[src/rtl/seq_divider_pkg.sv]
// Shared types and constants for the sequential restoring divider.
package seq_divider_pkg;

    typedef enum logic [1:0] {
        IDLE,
        CALC,
        FIN
    } div_state_e;

    localparam logic [31:0] DIV0_QUOTIENT = '1;

    function automatic int cnt_width(input int width);
        return $clog2(width + 1);
    endfunction

endpackage

[src/rtl/seq_divider_if.sv]
// Request/result bundle between a control FSM (master) and the divider (slave).
interface seq_divider_if #(
    parameter int WIDTH = 8
);
    logic             start;
    logic [WIDTH-1:0] dividend;
    logic [WIDTH-1:0] divisor;
    logic             busy;
    logic             done;
    logic [WIDTH-1:0] quotient;
    logic [WIDTH-1:0] remainder;
    logic             div_by_zero;

    modport master (
        output start, dividend, divisor,
        input  busy, done, quotient, remainder, div_by_zero
    );

    modport slave (
        input  start, dividend, divisor,
        output busy, done, quotient, remainder, div_by_zero
    );
endinterface

[src/rtl/seq_divider_step.sv]
// One restoring division iteration: shift in the next dividend bit, trial-subtract, keep or restore.
module div_step #(
    parameter int WIDTH = 8
) (
    input  logic [WIDTH-1:0] rem_i,
    input  logic [WIDTH-1:0] quo_i,
    input  logic [WIDTH-1:0] dvs_i,
    output logic [WIDTH-1:0] rem_o,
    output logic [WIDTH-1:0] quo_o
);
    // The partial remainder is always below the divisor, so only the shifted value needs WIDTH+1 bits.
    logic [WIDTH:0] shifted;
    logic           fits;

    always_comb begin
        shifted = {rem_i, quo_i[WIDTH-1]};
        fits    = (shifted >= {1'b0, dvs_i});
        rem_o   = fits ? WIDTH'(shifted - {1'b0, dvs_i}) : shifted[WIDTH-1:0];
        quo_o   = {quo_i[WIDTH-2:0], fits};
    end
endmodule

[src/rtl/seq_divider.sv]
// Multi-cycle restoring divider, one quotient bit per clock, busy/done handshake.
// Define SEQ_DIVIDER_SIGNED_EN for two's-complement operands (truncating division).
//
// state | meaning
// IDLE  | waiting for start, results held
// CALC  | iterating, one restoring step per cycle
// FIN   | done pulse, results valid; start here is accepted back-to-back
module seq_divider
    import seq_divider_pkg::*;
#(
    parameter int WIDTH = 8,
    parameter int CNT_W = cnt_width(WIDTH)
) (
    input  logic        clk,
    input  logic        rst_n,
    seq_divider_if.slave bus
);
    div_state_e       state_q;
    logic [CNT_W-1:0] cnt_q;
    logic [WIDTH-1:0] rem_q;
    logic [WIDTH-1:0] acc_q;
    logic [WIDTH-1:0] dvs_q;
    logic             busy_q;
    logic             done_q;
    logic [WIDTH-1:0] quotient_q;
    logic [WIDTH-1:0] remainder_q;
    logic             dbz_q;

    logic [WIDTH-1:0] step_rem;
    logic [WIDTH-1:0] step_quo;
    logic [WIDTH-1:0] dvd_mag;
    logic [WIDTH-1:0] dvs_mag;
    logic [WIDTH-1:0] quotient_d;
    logic [WIDTH-1:0] remainder_d;

    div_step #(.WIDTH(WIDTH)) u_step (
        .rem_i (rem_q),
        .quo_i (acc_q),
        .dvs_i (dvs_q),
        .rem_o (step_rem),
        .quo_o (step_quo)
    );

`ifdef SEQ_DIVIDER_SIGNED_EN
    logic quo_neg_q;
    logic rem_neg_q;

    // Most-negative magnitude wraps to itself, which is still correct read as unsigned.
    assign dvd_mag     = bus.dividend[WIDTH-1] ? -bus.dividend : bus.dividend;
    assign dvs_mag     = bus.divisor[WIDTH-1]  ? -bus.divisor  : bus.divisor;
    assign quotient_d  = quo_neg_q ? -step_quo : step_quo;
    assign remainder_d = rem_neg_q ? -step_rem : step_rem;
`else
    assign dvd_mag     = bus.dividend;
    assign dvs_mag     = bus.divisor;
    assign quotient_d  = step_quo;
    assign remainder_d = step_rem;
`endif

    always_ff @(posedge clk or negedge rst_n) begin
        if (!rst_n) begin
            state_q     <= IDLE;
            cnt_q       <= '0;
            rem_q       <= '0;
            acc_q       <= '0;
            dvs_q       <= '0;
            busy_q      <= 1'b0;
            done_q      <= 1'b0;
            quotient_q  <= '0;
            remainder_q <= '0;
            dbz_q       <= 1'b0;
`ifdef SEQ_DIVIDER_SIGNED_EN
            quo_neg_q   <= 1'b0;
            rem_neg_q   <= 1'b0;
`endif
        end else begin
            done_q <= 1'b0;
            case (state_q)
                CALC: begin
                    rem_q <= step_rem;
                    acc_q <= step_quo;
                    cnt_q <= cnt_q - CNT_W'(1);
                    if (cnt_q == CNT_W'(1)) begin
                        state_q     <= FIN;
                        busy_q      <= 1'b0;
                        done_q      <= 1'b1;
                        quotient_q  <= quotient_d;
                        remainder_q <= remainder_d;
                    end
                end
                default: begin
                    state_q <= IDLE;
                    if (bus.start) begin
                        if (bus.divisor == '0) begin
                            state_q     <= FIN;
                            done_q      <= 1'b1;
                            quotient_q  <= DIV0_QUOTIENT[WIDTH-1:0];
                            remainder_q <= bus.dividend;
                            dbz_q       <= 1'b1;
                        end else begin
                            state_q <= CALC;
                            busy_q  <= 1'b1;
                            cnt_q   <= CNT_W'(WIDTH);
                            rem_q   <= '0;
                            acc_q   <= dvd_mag;
                            dvs_q   <= dvs_mag;
                            dbz_q   <= 1'b0;
`ifdef SEQ_DIVIDER_SIGNED_EN
                            quo_neg_q <= bus.dividend[WIDTH-1] ^ bus.divisor[WIDTH-1];
                            rem_neg_q <= bus.dividend[WIDTH-1];
`endif
                        end
                    end
                end
            endcase
        end
    end

    assign bus.busy        = busy_q;
    assign bus.done        = done_q;
    assign bus.quotient    = quotient_q;
    assign bus.remainder   = remainder_q;
    assign bus.div_by_zero = dbz_q;
endmodule
[src/flat_wrapper.sv]
// flat-port wrapper written by rule: the top's interface ports become plain ports
module seq_divider_flat import seq_divider_pkg::*;
#(
    parameter int WIDTH = 8,
    parameter int CNT_W = cnt_width(WIDTH)
)
  (clk, rst_n, bus_start, bus_dividend, bus_divisor, bus_busy, bus_done, bus_quotient, bus_remainder, bus_div_by_zero);
  seq_divider_if #(.WIDTH(WIDTH)) bus_i ();
  input  logic clk;
  input  logic rst_n;
  input wire logic [$bits(bus_i.start)-1:0] bus_start;
  input wire logic [$bits(bus_i.dividend)-1:0] bus_dividend;
  input wire logic [$bits(bus_i.divisor)-1:0] bus_divisor;
  output wire logic [$bits(bus_i.busy)-1:0] bus_busy;
  output wire logic [$bits(bus_i.done)-1:0] bus_done;
  output wire logic [$bits(bus_i.quotient)-1:0] bus_quotient;
  output wire logic [$bits(bus_i.remainder)-1:0] bus_remainder;
  output wire logic [$bits(bus_i.div_by_zero)-1:0] bus_div_by_zero;
  assign bus_i.start = bus_start;
  assign bus_i.dividend = bus_dividend;
  assign bus_i.divisor = bus_divisor;
  assign bus_busy = bus_i.busy;
  assign bus_done = bus_i.done;
  assign bus_quotient = bus_i.quotient;
  assign bus_remainder = bus_i.remainder;
  assign bus_div_by_zero = bus_i.div_by_zero;
  seq_divider #(.WIDTH(WIDTH), .CNT_W(CNT_W)) u_core (.clk(clk), .rst_n(rst_n), .bus(bus_i));
endmodule
[config.mk]
export PLATFORM = sky130hd
export DESIGN_NAME = seq_divider_flat
export DESIGN_NICKNAME = d
export VERILOG_FILES = /design/src/rtl/seq_divider_pkg.sv /design/src/rtl/seq_divider_if.sv /design/src/rtl/seq_divider_step.sv /design/src/rtl/seq_divider.sv /design/src/flat_wrapper.sv
export SDC_FILE = /design/constraint.sdc
export NUM_CORES = 1
export LEC_CHECK = 0
export ABC_AREA = 0
export CORE_ASPECT_RATIO = 0.6
export CORE_MARGIN = 2
export CORE_UTILIZATION = 34
export CTS_BUF_LIST = sky130_fd_sc_hd__clkbuf_8
export CTS_CLUSTER_SIZE = 14
export DETAILED_ROUTE_END_ITERATION = 10
export HOLD_SLACK_MARGIN = 0.06
export SLEW_MARGIN = 15
export SYNTH_ARGS = -nofsm -noshare
export SYNTH_HDL_FRONTEND = slang
export SYNTH_SLANG_ARGS = --single-unit
[constraint.sdc]
create_clock -name clk -period 2.8 [get_ports clk]
set_input_delay 0.56 -clock clk [delete_from_list [all_inputs] [get_ports clk]]
set_output_delay 0.56 -clock clk [all_outputs]
set_load 0.02 [all_outputs]
==> flow_summary.ini <==
[run_status]
status = finished, final reports clean

[logic_synthesis]
yosysWarnings = 0
yosys-top-cells-count = 49 x dfrtp_1, 36 x nor2_1, 34 x nand2_1
yosys-top-cells-area = dfrtp_1 50%, nor2_1 5.5%, nand2_1 5.2%
syn_avg_cell_area_um2 = 9.27
synth_top_area_cell = dfrtp_1
yosysMostFrequentCell = dfrtp_1
synth_cells = 263
synth.distinct_cells = 42
synth_edf_count = 0
synthesis.area_um2 = 2440
async_flop_share_pct = 100
synth_seq_area_share_pct = 50.3
ys.flop_type = dfrtp_1
syn_nets = 293
synth_top_area_share_pct = 50.3
ys_ff_latch = 49

[timing]
drv_slew = 0
setup_ws_ns = 0.261
worst_slew_pin_slew_ns = 0.644
post-route-min-period_ns = 2.54
setup_viol = 0
fin_setup_tns_ns = 0
rsz0062_at_grt = no
post-route-period-util_pct = 90.7
finClkSkew_ns = 0.0131
max_freq_ghz = 0.394
hold_violations = 0
slew_headroom_pct = 57.1

[critical_path]
cp.arrival_ns = 2.77
end_kind = register
reg2reg_from = u_core.acc_q[7]$_DFFE_PN0P_
cp_max_fo = 3
worstPathRequired_ns = 3.03
critPathKind = register to register
reg2reg_depth = 9
r2r-end = u_core.bus.remainder[6]$_DFFE_PN0P_
startpoint_type = register
reg2reg_slack_ns = 0.26

[cts]
clk_pin_slew_worst_paths_ns = 0.10
cts_buffers = 5
postCtsResizedCells = 0
hold_buffers = 0
root_buffer = clkbuf_8
cts_setup_buffers = 0
clk_latency_ns = 0.31
cts_tree = done
cts_num_sinks = 49
ctsHtreeMaxLevel = 2
clock_path_buffers = 2

[placement]
dp_slack_ns = 0.184
dp_hpwl_mm = 4.51
dp_cells = 384
portBuffers = 37
gp_congestion = 0.773

[layout]
antenna_cells = 0
final_nets = 334
areaGrowthSynthToFinish_pct = 25.6
layout-drive-gt1-share_pct = 9.84
fillers = 655
final_cells = 392

[die]
dieArea_um2 = 7890
start_util_pct = 35.8
core_um2 = 6820
die_w_um = 113
fp-row-count = 23
io_pins = 38
die_h_um = 69.6

[detailed_routing]
drc_errors = 0
postRouteWirelength_mm = 6.07
num_vias = 2010
dr.pass1.iters = 4
wl_per_cell_um = 15.5
ant_nets = 0
via_per_inst = 5.13
dr.first_iter.drc_count = 78

[pwr]
p_per_area_nw_per_um2 = 1360
leakage_nw = 1.35
max-vdd-ir-drop_uv = 369
p_total_mw = 4.17

[global_routing]
gr-total-overflow = 0
antenna_found_initial = 0
grt_pass1_vias = 1897
grtUsageTotal_pct = 16.1
grt_max_degree = 50
grt_pass1_wl_mm = 9.92

[run]
maxCapViolCount = 0

[min_path]
hp-class = input port to async pin
[critical path, stage by stage, from the launching register on]
cell and delay, ns:
dfrtp_1 0.39, inv_1 0.06, ha_1 0.20, fa_1 0.41, or2b_1 0.29, a211oi_1 0.39, nand2_1 0.08, o311ai_0 0.14
mux2i_1 0.23, a211oi_1 0.28
[cell usage in the layout (no fill, tap or decap), types with 2 or more instances in the layout]
cell / n
o22ai_1: 2
buf_4: 9
clkdlybuf4s50_1: 36
or2b_1: 2
nand2_1: 34
and3_1: 2
a211oi_1: 4
mux2_2: 7
inv_1: 13
nor4_1: 2
o21ai_0: 8
xnor2_1: 2
nand2b_1: 3
clkbuf_8: 5
and2_1: 2
nor2_1: 36
bufinv_16: 2
nor3_1: 4
nand3_1: 15
dfrtp_1: 49
ha_1: 10
a31oi_1: 12
and2b_1: 2
a21oi_1: 23
[metal layers]
layer,vias to the layer above,share of wire (%),GRT usage [%]
met5,-,0,0
met4,0,0.66,4.07
met3,5,5.1,4.02
met2,50,40,21.6
met1,960,54,25.3
li1,995,-,-
[power breakdown]
part	total, mW	switching (mW)	internal [mW]
Clock	0.627	0.268	0.360
Sequential	1.27	0.222	1.05
Combinational	2.28	1.30	0.979
[logic make-up after synthesis]
logic type	after synthesis	synth area share, %
AOI/OAI and AO/OA	60	15.2
xor gates and xnor gates	3	1.08
adders and majority gates	11	5.95
buffers and inverters	26	4.41
DFF	49	50.3
muxes	8	3.64
and+or+nand+nor	106	19.4
[per-stage QoR]
step           hold slack, ns  cell area (µm²)  utilization, %
2_1_floorplan           0.264             2440               -
3_3_place_gp            0.466             2930            42.9
3_5_place_dp            0.475             2930            42.9
4_1_cts                 0.361             3060            44.9
5_1_grt                 0.396             3060            44.9
6_report                0.331             3060            44.9
[worst max path at each step]
stage	start	end
2_1_floorplan	u_core.dvs_q[1]$_DFFE_PN0P_	u_core.bus.remainder[4]$_DFFE_PN0P_
3_3_place_gp	bus_divisor[5]	u_core.dvs_q[4]$_DFFE_PN0P_
5_1_grt	u_core.rem_q[5]$_DFFE_PN0P_	u_core.bus.remainder[5]$_DFFE_PN0P_
4_1_cts	u_core.acc_q[7]$_DFFE_PN0P_	u_core.bus.remainder[6]$_DFFE_PN0P_
3_5_place_dp	bus_divisor[5]	u_core.bus.remainder[7]$_DFFE_PN0P_
6_report	u_core.acc_q[7]$_DFFE_PN0P_	u_core.bus.remainder[6]$_DFFE_PN0P_
[area by class of cell]
| class | instances | area [µm²] | area share [%] |
|---|---|---|---|
| clock buffer | 5 | 68.8 | 2.25 |
| clock inverter | 3 | 68.8 | 2.25 |
| inverter | 14 | 52.6 | 1.72 |
| multi-input combinational | 188 | 1100 | 36.1 |
| sequential | 49 | 1230 | 40.0 |
| tap | 87 | 109 | 3.55 |
| timing repair buffer | 46 | 433 | 14.1 |
[registers in the layout (all words and copies together), names as in the netlist]
name / count
u_core.acc_q: 8
u_core.bus.busy: 1
u_core.bus.div_by_zero: 1
u_core.bus.done: 1
u_core.bus.quotient: 8
u_core.bus.remainder: 8
u_core.cnt_q: 4
u_core.dvs_q: 8
u_core.rem_q: 8
u_core.state_q: 2
No activity file was read; power rests on OpenSTA's default activity.
